**config.mk**
```make
export PLATFORM = sky130hd
export DESIGN_NAME = drop_sequencer
export DESIGN_NICKNAME = d
export VERILOG_FILES = /design/src/rtl/drop_sequencer.sv
export SDC_FILE = /design/constraint.sdc
export NUM_CORES = 1
export LEC_CHECK = 0
export BUFFER_PORTS_ARGS = -buffer_cell sky130_fd_sc_hd__buf_2
export CORE_MARGIN = 1.5
export CORE_UTILIZATION = 50
export DETAILED_ROUTE_END_ITERATION = 8
export GPL_ROUTABILITY_DRIVEN = 0
export PLACE_DENSITY = 0.8
export SLEW_MARGIN = 20
export SYNTH_ARGS = -nofsm -noshare
export SYNTH_HDL_FRONTEND = slang
export SYNTH_SLANG_ARGS = --single-unit
export TNS_END_PERCENT = 30
```
**constraint.sdc**
```tcl
create_clock -name clk -period 3.97 [get_ports clk]
set_input_delay 0.5955 -clock clk [delete_from_list [all_inputs] [get_ports clk]]
set_output_delay 0.5955 -clock clk [all_outputs]
set_load 0.01 [all_outputs]
```
**src/rtl/drop_sequencer.sv**
```systemverilog
// rtl/drop_sequencer.sv - Connect 4 move controller: column scan, piece placement, turn alternation
module drop_sequencer (
    input  logic        clk,
    input  logic        reset,
    input  logic        new_game,
    input  logic        move_valid,
    input  logic [2:0]  move_col,
    output logic        move_ready,
    output logic        busy,
    output logic [83:0] board,
    output logic [1:0]  current_player,
    output logic        move_done,
    output logic        move_err,
    output logic [2:0]  placed_row,
    output logic [2:0]  placed_col,
    output logic [5:0]  move_count,
    output logic        board_full
);

    typedef enum logic [1:0] {
        IDLE   = 2'd0,
        SCAN   = 2'd1,
        REPORT = 2'd2
    } state_t;

    state_t      r_state;
    logic [83:0] r_board;
    logic [1:0]  r_player;
    logic [2:0]  r_col;
    logic [2:0]  r_scan_row;
    logic        r_ready;
    logic        r_busy;
    logic        r_done;
    logic        r_err;
    logic [2:0]  r_placed_row;
    logic [2:0]  r_placed_col;
    logic [5:0]  r_count;
    logic        r_full;

    // Bit offset of cell (scan_row, latched column); 2*(7r+c) tops out at 82.
    logic [6:0]  w_cell_idx;
    logic [7:0]  w_bit_idx;
    logic [1:0]  w_cell;

    assign w_cell_idx = ({4'd0, r_scan_row} * 7'd7) + {4'd0, r_col};
    assign w_bit_idx  = {w_cell_idx, 1'b0};
    assign w_cell     = r_board[w_bit_idx +: 2];

    always_ff @(posedge clk) begin
        if (reset || new_game) begin
            r_state      <= IDLE;
            r_board      <= '0;
            r_player     <= 2'b01;
            r_col        <= 3'd0;
            r_scan_row   <= 3'd0;
            r_ready      <= 1'b1;
            r_busy       <= 1'b0;
            r_done       <= 1'b0;
            r_err        <= 1'b0;
            r_placed_row <= 3'd0;
            r_placed_col <= 3'd0;
            r_count      <= 6'd0;
            r_full       <= 1'b0;
        end else begin
            r_done <= 1'b0;
            r_err  <= 1'b0;
            case (r_state)
                IDLE: begin
                    if (move_valid) begin
                        r_ready <= 1'b0;
                        r_busy  <= 1'b1;
                        if (move_col <= 3'd6) begin
                            r_col      <= move_col;
                            r_scan_row <= 3'd0;
                            r_state    <= SCAN;
                        end else begin
                            r_err   <= 1'b1;
                            r_state <= REPORT;
                        end
                    end
                end
                SCAN: begin
                    if (w_cell == 2'b00) begin
                        r_board[w_bit_idx +: 2] <= r_player;
                        r_placed_row <= r_scan_row;
                        r_placed_col <= r_col;
                        r_player     <= ~r_player;
                        r_count      <= r_count + 6'd1;
                        r_full       <= (r_count == 6'd41);
                        r_done       <= 1'b1;
                        r_state      <= REPORT;
                    end else if (r_scan_row < 3'd5) begin
                        r_scan_row <= r_scan_row + 3'd1;
                    end else begin
                        // Column full (a 11 cell also counts as occupied).
                        r_err   <= 1'b1;
                        r_state <= REPORT;
                    end
                end
                REPORT: begin
                    r_ready <= 1'b1;
                    r_busy  <= 1'b0;
                    r_state <= IDLE;
                end
                default: begin
                    r_ready <= 1'b1;
                    r_busy  <= 1'b0;
                    r_state <= IDLE;
                end
            endcase
        end
    end

    assign move_ready     = r_ready;
    assign busy           = r_busy;
    assign board          = r_board;
    assign current_player = r_player;
    assign move_done      = r_done;
    assign move_err       = r_err;
    assign placed_row     = r_placed_row;
    assign placed_col     = r_placed_col;
    assign move_count     = r_count;
    assign board_full     = r_full;

endmodule

```
Word level (Yosys, flattened, before mapping)
Index checks and enable logic that the tools add are counted.
{"block": "classes", "add_sub_neg": 4, "mul": 1, "order_cmp": 2, "eq_ne": 7, "shift": 3, "mux": 21, "n_bitwise": 2, "reduce_logical": 10}
{"cell": "$bwmux 84", "count": 1}
{"cell": "$shift 2x10->84 const A", "count": 1}
{"cell": "$shiftx 2x10->84", "count": 1}
{"cell": "$shiftx 84x9->2", "count": 1}
{"cell": "$mux 3", "count": 4}
{"cell": "$neg 8->10", "count": 1}
{"cell": "$mux 2", "count": 4}
{"cell": "$ne 2x2->1 const B", "count": 4}
{"cell": "$add 6x3->7", "count": 1}
{"cell": "$mux 1", "count": 7}
{"cell": "$add 6x1->6 const B", "count": 1}
{"cell": "$eq 6x6->1 const B", "count": 1}
{"cell": "$mul 3x3->6 const B", "count": 1}
{"cell": "$pmux 1 s2", "count": 3}
{"cell": "$pmux 3 s2", "count": 1}
{"cell": "$reduce_and 2->1", "count": 3}
{"cell": "$reduce_and 5->1", "count": 1}
{"cell": "$logic_not 2->1", "count": 2}
{"cell": "$pmux 2 s2", "count": 1}
{"cell": "$add 3x1->3 const B", "count": 1}
{"cell": "$le 3x3->1 const B", "count": 1}
{"cell": "$lt 3x3->1 const B", "count": 1}
{"cell": "$ne 3x3->1 const B", "count": 1}
{"cell": "$reduce_and 3->1", "count": 1}
{"cell": "other kinds (6)", "count": 6}
{"block": "totals", "reg_bits": 111, "in_bits": 7, "word_cells": 63}

Depth between registers and ports, before layout
Gate-level depths: netlist of run 1.
{"block": "depth", "word_depth": 6, "depth_mapped": 16, "mapped_depth_nobuf": 13}

Least setup slack after synthesis of run 1
No wires, ideal clock.
{"block": "synth_path", "path_kind": "flip-flop to flip-flop", "from": "reg r_scan_row[1]", "to": "reg r_scan_row[0]", "setup_ns": 0.070, "t_arrival_ns": 4.052, "required_ns": 3.900, "setup_slack_ns": -0.152, "stages_incl_launch_ff": 13, "path_buffers": 1, "cell_sequence": "dfxtp_1 fa_1 inv_1 fa_1 fa_1 buf_2 nand2_1 a2111oi_0 a2111oi_2 a311oi_4 nand2_1 or4_1 a21oi_1"}
{"block": "synth_via", "elab_chain_len": 6, "word_cells_on_any_way": 8}
{"item": "from (decl)", "line": "30", "source": "logic [2:0] r_scan_row;"}
{"item": "from (signal assigned)", "line": "93", "source": "r_scan_row <= r_scan_row + 3'd1;"}
{"item": "$mul 3x3->6", "line": "45", "source": "assign w_cell_idx = ({4'd0, r_scan_row} * 7'd7) + {4'd0, r_col};"}
{"item": "$add 6x3->7", "line": "45"}
{"item": "$shiftx 84x9->2", "line": "47", "source": "assign w_cell = r_board[w_bit_idx +: 2];"}
{"item": "$logic_not 2->1", "line": "83", "source": "if (w_cell == 2'b00) begin"}
{"item": "$ne 2x2->1 (no source line)"}
{"item": "$reduce_and 5->1 (no source line) (*)"}
Every way passes the cells marked *; elsewhere a longest branch is shown, timed or not.
A chain may end at the register's enable or synchronous reset.

Worst setup path after layout of run 1
{"block": "layout_path", "from": "reg r_scan_row[1]", "to": "reg r_scan_row[2]"}
{"block": "layout_via", "elab_chain_len": 6, "word_cells_on_any_way": 12}
{"item": "$mul 3x3->6", "line": "45"}
{"item": "$add 6x3->7", "line": "45"}
{"item": "$shiftx 84x9->2", "line": "47"}
{"item": "$logic_not 2->1", "line": "83"}
{"item": "$ne 2x2->1 (no source line)"}
{"item": "$reduce_and 5->1 (no source line)"}
Parallel ways exist; a longest one is shown, timed or not. The select of a mux whose other input is x is not followed.

==> results of run 1 <==
[logic make-up after synthesis]
group / Yosys count / share of synthesized area, %
buf+inv: 52 / 3.737
flops: 111 / 38.81
mux: 78 / 13.85
fa+ha+maj: 18 / 4.458
simple gates: 294 / 24.59
compound gates: 96 / 12.15
xor+xnor: 14 / 2.404
[area by class of cell]
type	count	area [um^2]
inverter	15	56.30
clock inverter	7	116.4
clock buffer	9	225.2
multi-input combinational	500	3581
fill	784	3467
timing repair buffer	176	1137
sequential	111	2225
tap	140	175.2
[state kept, by name (all words and copies together) (netlist names), 2 cells and up]
| name | flops |
|---|---|
| board | 84 |
| move_count | 6 |
| placed_col | 3 |
| placed_row | 3 |
| r_col | 3 |
| r_scan_row | 3 |
| current_player | 2 |
| r_state | 2 |
[critical path: cells and delay by family, from the launching register on]
kind	cells	cell delay (ns)
AO/OA/AOI/OAI	5	1.21
XOR/XNOR	1	0.21
adder cells (fa/ha/maj)	3	1.54
buffers and inverters	3	0.44
flip-flops	1	0.33
AND/OR/NAND/NOR	2	0.52
[power by group]
part	leakage [nW]	switching (mW)	internal [mW]
clock	0.166	0.464	0.570
combinational	2.38	0.165	0.0879
sequential	0.896	0.00648	1.12
total	3.45	0.635	1.78
[worst max path at each step]
stage	from	end	cells after the start
4_1_cts	r_scan_row[0]	move_err	14
3_5_place_dp	r_scan_row[0]	r_scan_row[2]	13
6_report	r_scan_row[1]	r_scan_row[2]	14
5_1_grt	r_scan_row[1]	r_scan_row[0]	14
2_1_floorplan	r_scan_row[0]	r_scan_row[2]	13
3_3_place_gp	r_scan_row[0]	r_scan_row[2]	13
[metrics by stage]
stage / cell area, um^2 / utilization (%) / instances
final: 7516 / 68.43 / 958
after detailed placement: 6814 / 62.04 / 930
after CTS: 7286 / 66.34 / 952
after global routing: 7516 / 68.43 / 958
after floorplan: 5821 / - / 663
after global placement: 6814 / 62.04 / 930
[synthesized netlist by cell type (all sizes together), types with 14 or more instances]
cell	n	area, um^2
dfxtp	111	2222
buf	15	75.08
a21oi	29	152.7
o21ai	24	120.1
nand3	42	215.2
ha	14	175.2
clkbuf	22	82.58
nor3	26	135.1
nand4	16	100.1
nand2	110	412.9
inv	15	56.30
mux2i	77	770.7
nor2	56	210.2
[timing repair]
action,4_1_cts,5_1_grt
gates resized for setup,28,38
buffers inserted,5,5
endpoints found under the setup margin,105,106
pin swaps,19,22
gates cloned,1,1
[layer usage]
metal	part of all wire, %	vias to the layer above
li1	-	2654
met3	11	98
met5	0	-
met4	4.2	0
met2	48	437
met1	37	2829
==> results.json, run 1 <==
{
  "met3_usage_pct": 5.938,
  "hold_path_class": "register to register",
  "globalRouteTotalUtil_pct": 30.67,
  "area_delta_synth_final_pct": 31.27,
  "critPathSlowestCell": "fa_1",
  "grt_first_pass_wirelength_um": 28510,
  "cp-end-kind": "register",
  "drt_first_iter_violations": 705,
  "drive_gt1_share_pct": 30.81,
  "clk_path_buf_depth": 2,
  "place_ws_ns": -0.2773,
  "worstHoldStart": "board_full",
  "postSynthCellCount": 663,
  "max_slew_margin_pct": 50.00,
  "clock-sinks": 111,
  "p_per_area_nw_per_um2": 320.7,
  "worstMarginPinSlew_ns": 0.7483,
  "setup_viol": 106,
  "worst_ep_required_time_ns": 4.24,
  "ir_worst_vdd_mv": 0.2162,
  "max_cap_violations": 0,
  "maxSlewViolCount": 0,
  "dp_hpwl_um": 12970,
  "syn_nets": 688,
  "r2r_end": "r_scan_row[2]",
  "antenna_found_initial": 0,
  "hold_depth": 2,
  "synth_seq_cells": 111,
  "cts-htree-levels": 3,
  "synth-edff-count": 0,
  "drt-total-wl_um": 19270,
  "r2r-start": "r_scan_row[1]",
  "reg2reg_depth": 14,
  "yosysWarnings": 0,
  "finalCritPeriodShare_pct": 109.5,
  "p_leak_nw": 3.445,
  "hold_path_end": "board_full",
  "outcome": "complete, but fails checks",
  "holdBufCountCts": 0,
  "synth_ff_type": "dfxtp_1",
  "grt_pass1_vias": 5552,
  "clock_latency_ns": 0.36,
  "die_w_um": 110.0,
  "power_mw": 2.410,
  "firstDrtPassIters": 6,
  "core-area_um2": 10980,
  "syn_area_um2": 5725,
  "num_rows": 38,
  "use_met2_pct": 50.44,
  "hold_slack_ns": 0.4546,
  "pin_count": 110,
  "wl_per_cell_um": 20.12,
  "drc_errors": 0,
  "via_per_inst": 6.282,
  "grt_setup_unrepaired": "yes",
  "hold_viol_final": 0,
  "slowest_delay_ns": 0.55,
  "violations": "setup timing",
  "top_usage_layer": "met2",
  "layout_common_cells": "109 x dfxtp_1, 109 x buf_2, 103 x nand2_1",
  "vias": 6018,
  "numCtsBuffers": 9,
  "yosys.cell_types.count": 61,
  "cts_tree": "done",
  "path_cells": "fa_1, inv_1, fa_1, fa_2, xor2_4, buf_4, a2111oi_0, a21oi_2, a41o_1, nand2_2, buf_4, a21oi_4, or3_4, a211oi_2",
  "ant_nets": 0,
  "ys_seq_area_share_pct": 38.81,
  "min_period_ns": 4.345,
  "nNetsFinal": 838,
  "n_antenna_cell": 0,
  "io_buffers": 109,
  "worst-r2r-setup-slack_ns": -0.38,
  "clockRootBuffer": "clkbuf_16",
  "cts.clk_slew.worst_paths_ns": 0.07,
  "grt_max_degree": 60,
  "setup_tns_ns": -21.19,
  "critical_path_class": "register to register",
  "cp_max_fo": 4,
  "dieArea_um2": 12100,
  "max_clock_freq_mhz": 230.1,
  "grt_overflow": 0,
  "die_y_um": 110.0,
  "synthArstFlopShare_pct": 0,
  "grt_use_met1_pct": 40.04,
  "arrival_ns": 4.62,
  "syn_area_per_cell_um2": 8.636,
  "fin_ws_ns": -0.3754,
  "skew_ns": 0.008746,
  "start_kind": "register",
  "initial_core_util_pct": 52.13
}
(Power assumes the default switching activity.)
==> run 2: changes to the inputs <==
- PLACE_DENSITY: 0.8 -> 0.76
- clock period: 3.97 -> 3.8 ns (I/O delays scaled with it)
==> run 2 against run 1 <==
The flow still finishes with violations (setup timing). Global-route usage up 0.093 points. First-iteration DRC count down 15%. Largest cell class unchanged. Critical path depth down 1. Core utilization up 0.80 points. Non-clock buffer count up 9. Worst setup slack worse by 0.0012 ns. Critical endpoint is now r_scan_row[0]. Clock power about the same.
==> results.json, run 2 (synthesis results as in run 1) <==
{
  "hold_path_end": "busy",
  "path_cells": "fa_1, inv_2, fa_1, fa_2, buf_6, nor4bb_4, nor4_2, a31oi_2, and3_4, a311oi_4, nand2_2, or4_4, a21oi_2",
  "met3_usage_pct": 5.350,
  "die_y_um": 110.0,
  "violations": "setup timing",
  "clockRootBuffer": "clkbuf_16",
  "num_rows": 38,
  "clock_latency_ns": 0.36,
  "ant_nets": 0,
  "dp.cells": 946,
  "initial_core_util_pct": 52.13,
  "drc_errors": 0,
  "setup_viol": 106,
  "swShare_pct": 25.65,
  "antenna_found_initial": 0,
  "final_cell_count_no_fill": 967,
  "grt_max_degree": 55,
  "wl_per_cell_um": 19.30,
  "p_per_area_nw_per_um2": 321.5,
  "max_slew_margin_pct": 54.51,
  "cts-htree-levels": 3,
  "hold_path_class": "register to register",
  "max_cap_violations": 0,
  "via_per_inst": 6.071,
  "use_met2_pct": 48.05,
  "r2r_end": "r_scan_row[0]",
  "worstMarginPinSlew_ns": 0.6810,
  "place_ws_ns": -0.3187,
  "numCtsBuffers": 9,
  "grt_first_pass_wirelength_um": 28030,
  "clk_path_buf_depth": 2,
  "drt_first_iter_violations": 601,
  "power_frac_comb_pct": 11.1,
  "drt-total-wl_um": 18660,
  "ir_worst_vdd_mv": 0.2414,
  "outcome": "complete, but fails checks",
  "grt_setup_unrepaired": "yes",
  "layout_common_cells": "109 x dfxtp_1, 109 x buf_2, 102 x nand2_1",
  "critical_path_class": "register to register",
  "hold_viol_final": 0,
  "r2r-start": "r_scan_row[0]",
  "worst_ep_required_time_ns": 4.08,
  "dieArea_um2": 12100,
  "power_frac_clock_pct": 40.9,
  "globalRouteTotalUtil_pct": 30.77,
  "n_antenna_cell": 0,
  "hold_depth": 1,
  "critPathSlowestCell": "fa_1",
  "cts.clk_slew.worst_paths_ns": 0.07,
  "firstDrtPassIters": 6,
  "cts_tree": "done",
  "largest_reg_flops": 84,
  "power.internal_mw": 1.817,
  "grt_overflow": 0,
  "cp_max_fo": 5,
  "cp_common_cell": "fa_1",
  "worstHoldStart": "busy",
  "drive_gt1_share_pct": 32.89,
  "p_switching_mw": 0.6269,
  "cp-end-kind": "register",
  "hold_slack_ns": 0.4641,
  "arrival_ns": 4.46,
  "nNetsFinal": 847,
  "fin_ws_ns": -0.3766,
  "pin_count": 110,
  "vias": 5871,
  "area_delta_synth_final_pct": 32.80,
  "io_buffers": 109,
  "min_period_ns": 4.177,
  "die_w_um": 110.0,
  "reg2reg_depth": 13,
  "max_clock_freq_mhz": 239.4,
  "finalCritPeriodShare_pct": 109.9,
  "p_leak_nw": 3.452,
  "grt_use_met1_pct": 41.19,
  "clock-sinks": 111,
  "grt_pass1_vias": 5423,
  "maxSlewViolCount": 0,
  "core-area_um2": 10980,
  "finish.utilization_pct": 69.23,
  "start_kind": "register",
  "p_seq_share_pct": 48.0,
  "worst-r2r-setup-slack_ns": -0.38,
  "slowest_delay_ns": 0.55,
  "holdBufCountCts": 0,
  "top_usage_layer": "met2",
  "dp_hpwl_um": 13340,
  "skew_ns": 0.008588
}
[run 2: cell count changes in the layout (fill, tap and decap cells not counted), moves of 3 or more]
cell,delta
clkinvlp_4,+3
o21ai_0,+6
nand3_4,+3
buf_4,+13
a2111oi_2,-3
nand3_2,-4
o21ai_1,-8
[run 2: through the flow]
stage / total power, mW / TNS [ns] / area, um^2
after floorplan: 1.345 / -0.5617 / 5892
after global placement: 1.436 / -19.51 / 6987
after detailed placement: 1.440 / -22.58 / 6987
after CTS: 2.431 / -22.99 / 7448
after global routing: 2.516 / -40.83 / 7604
final: 2.444 / -25.42 / 7604
[run 2: power by group through the flow]
stage / Combinational, mW / Clock (mW) / Sequential (mW)
detailed placement: 0.240 / 0 / 1.20
global route: 0.284 / 1.06 / 1.17
global placement: 0.237 / 0 / 1.20
finish: 0.271 / 1.00 / 1.17
CTS: 0.253 / 1.01 / 1.17
floorplan: 0.146 / 0 / 1.20
[run 2: final cells by class]
type,instances,area (um^2)
sequential,111,2227
clock buffer,10,250.2
clock inverter,6,66.31
inverter,15,56.30
timing repair buffer,185,1151
tap,140,175.2
fill,823,3379
multi-input combinational,500,3677
[run 2: worst max-delay path, delay by kind of cell (launching register included)]
kind,cells,cell delay (ns)
flops,1,0.35
compound gates,3,0.60
buf+inv,2,0.20
simple gates,5,1.34
fa+ha+maj,3,1.61
[run 2: worst max path at each step]
| stage | cells after the start | end | from |
|---|---|---|---|
| CTS | 13 | r_scan_row[0] | r_scan_row[0] |
| global route | 13 | r_scan_row[0] | r_scan_row[0] |
| detailed placement | 13 | r_scan_row[0] | r_scan_row[0] |
| global placement | 13 | r_scan_row[0] | r_scan_row[0] |
| finish | 13 | r_scan_row[0] | r_scan_row[0] |
| floorplan | 13 | r_scan_row[0] | r_scan_row[0] |
[run 2: timing repair]
item	CTS	global route
resized for setup	33	31
endpoints found under the setup margin	106	106
gates cloned	1	0
setup buffers	4	0
pin swaps	24	7
[run 2: routing by layer]
layer | vias to the layer above | share of wire (%)
met2 | 340 | 46
met4 | 0 | 3.5
met1 | 2794 | 41
met5 | - | 0
li1 | 2673 | -
met3 | 64 | 9.0
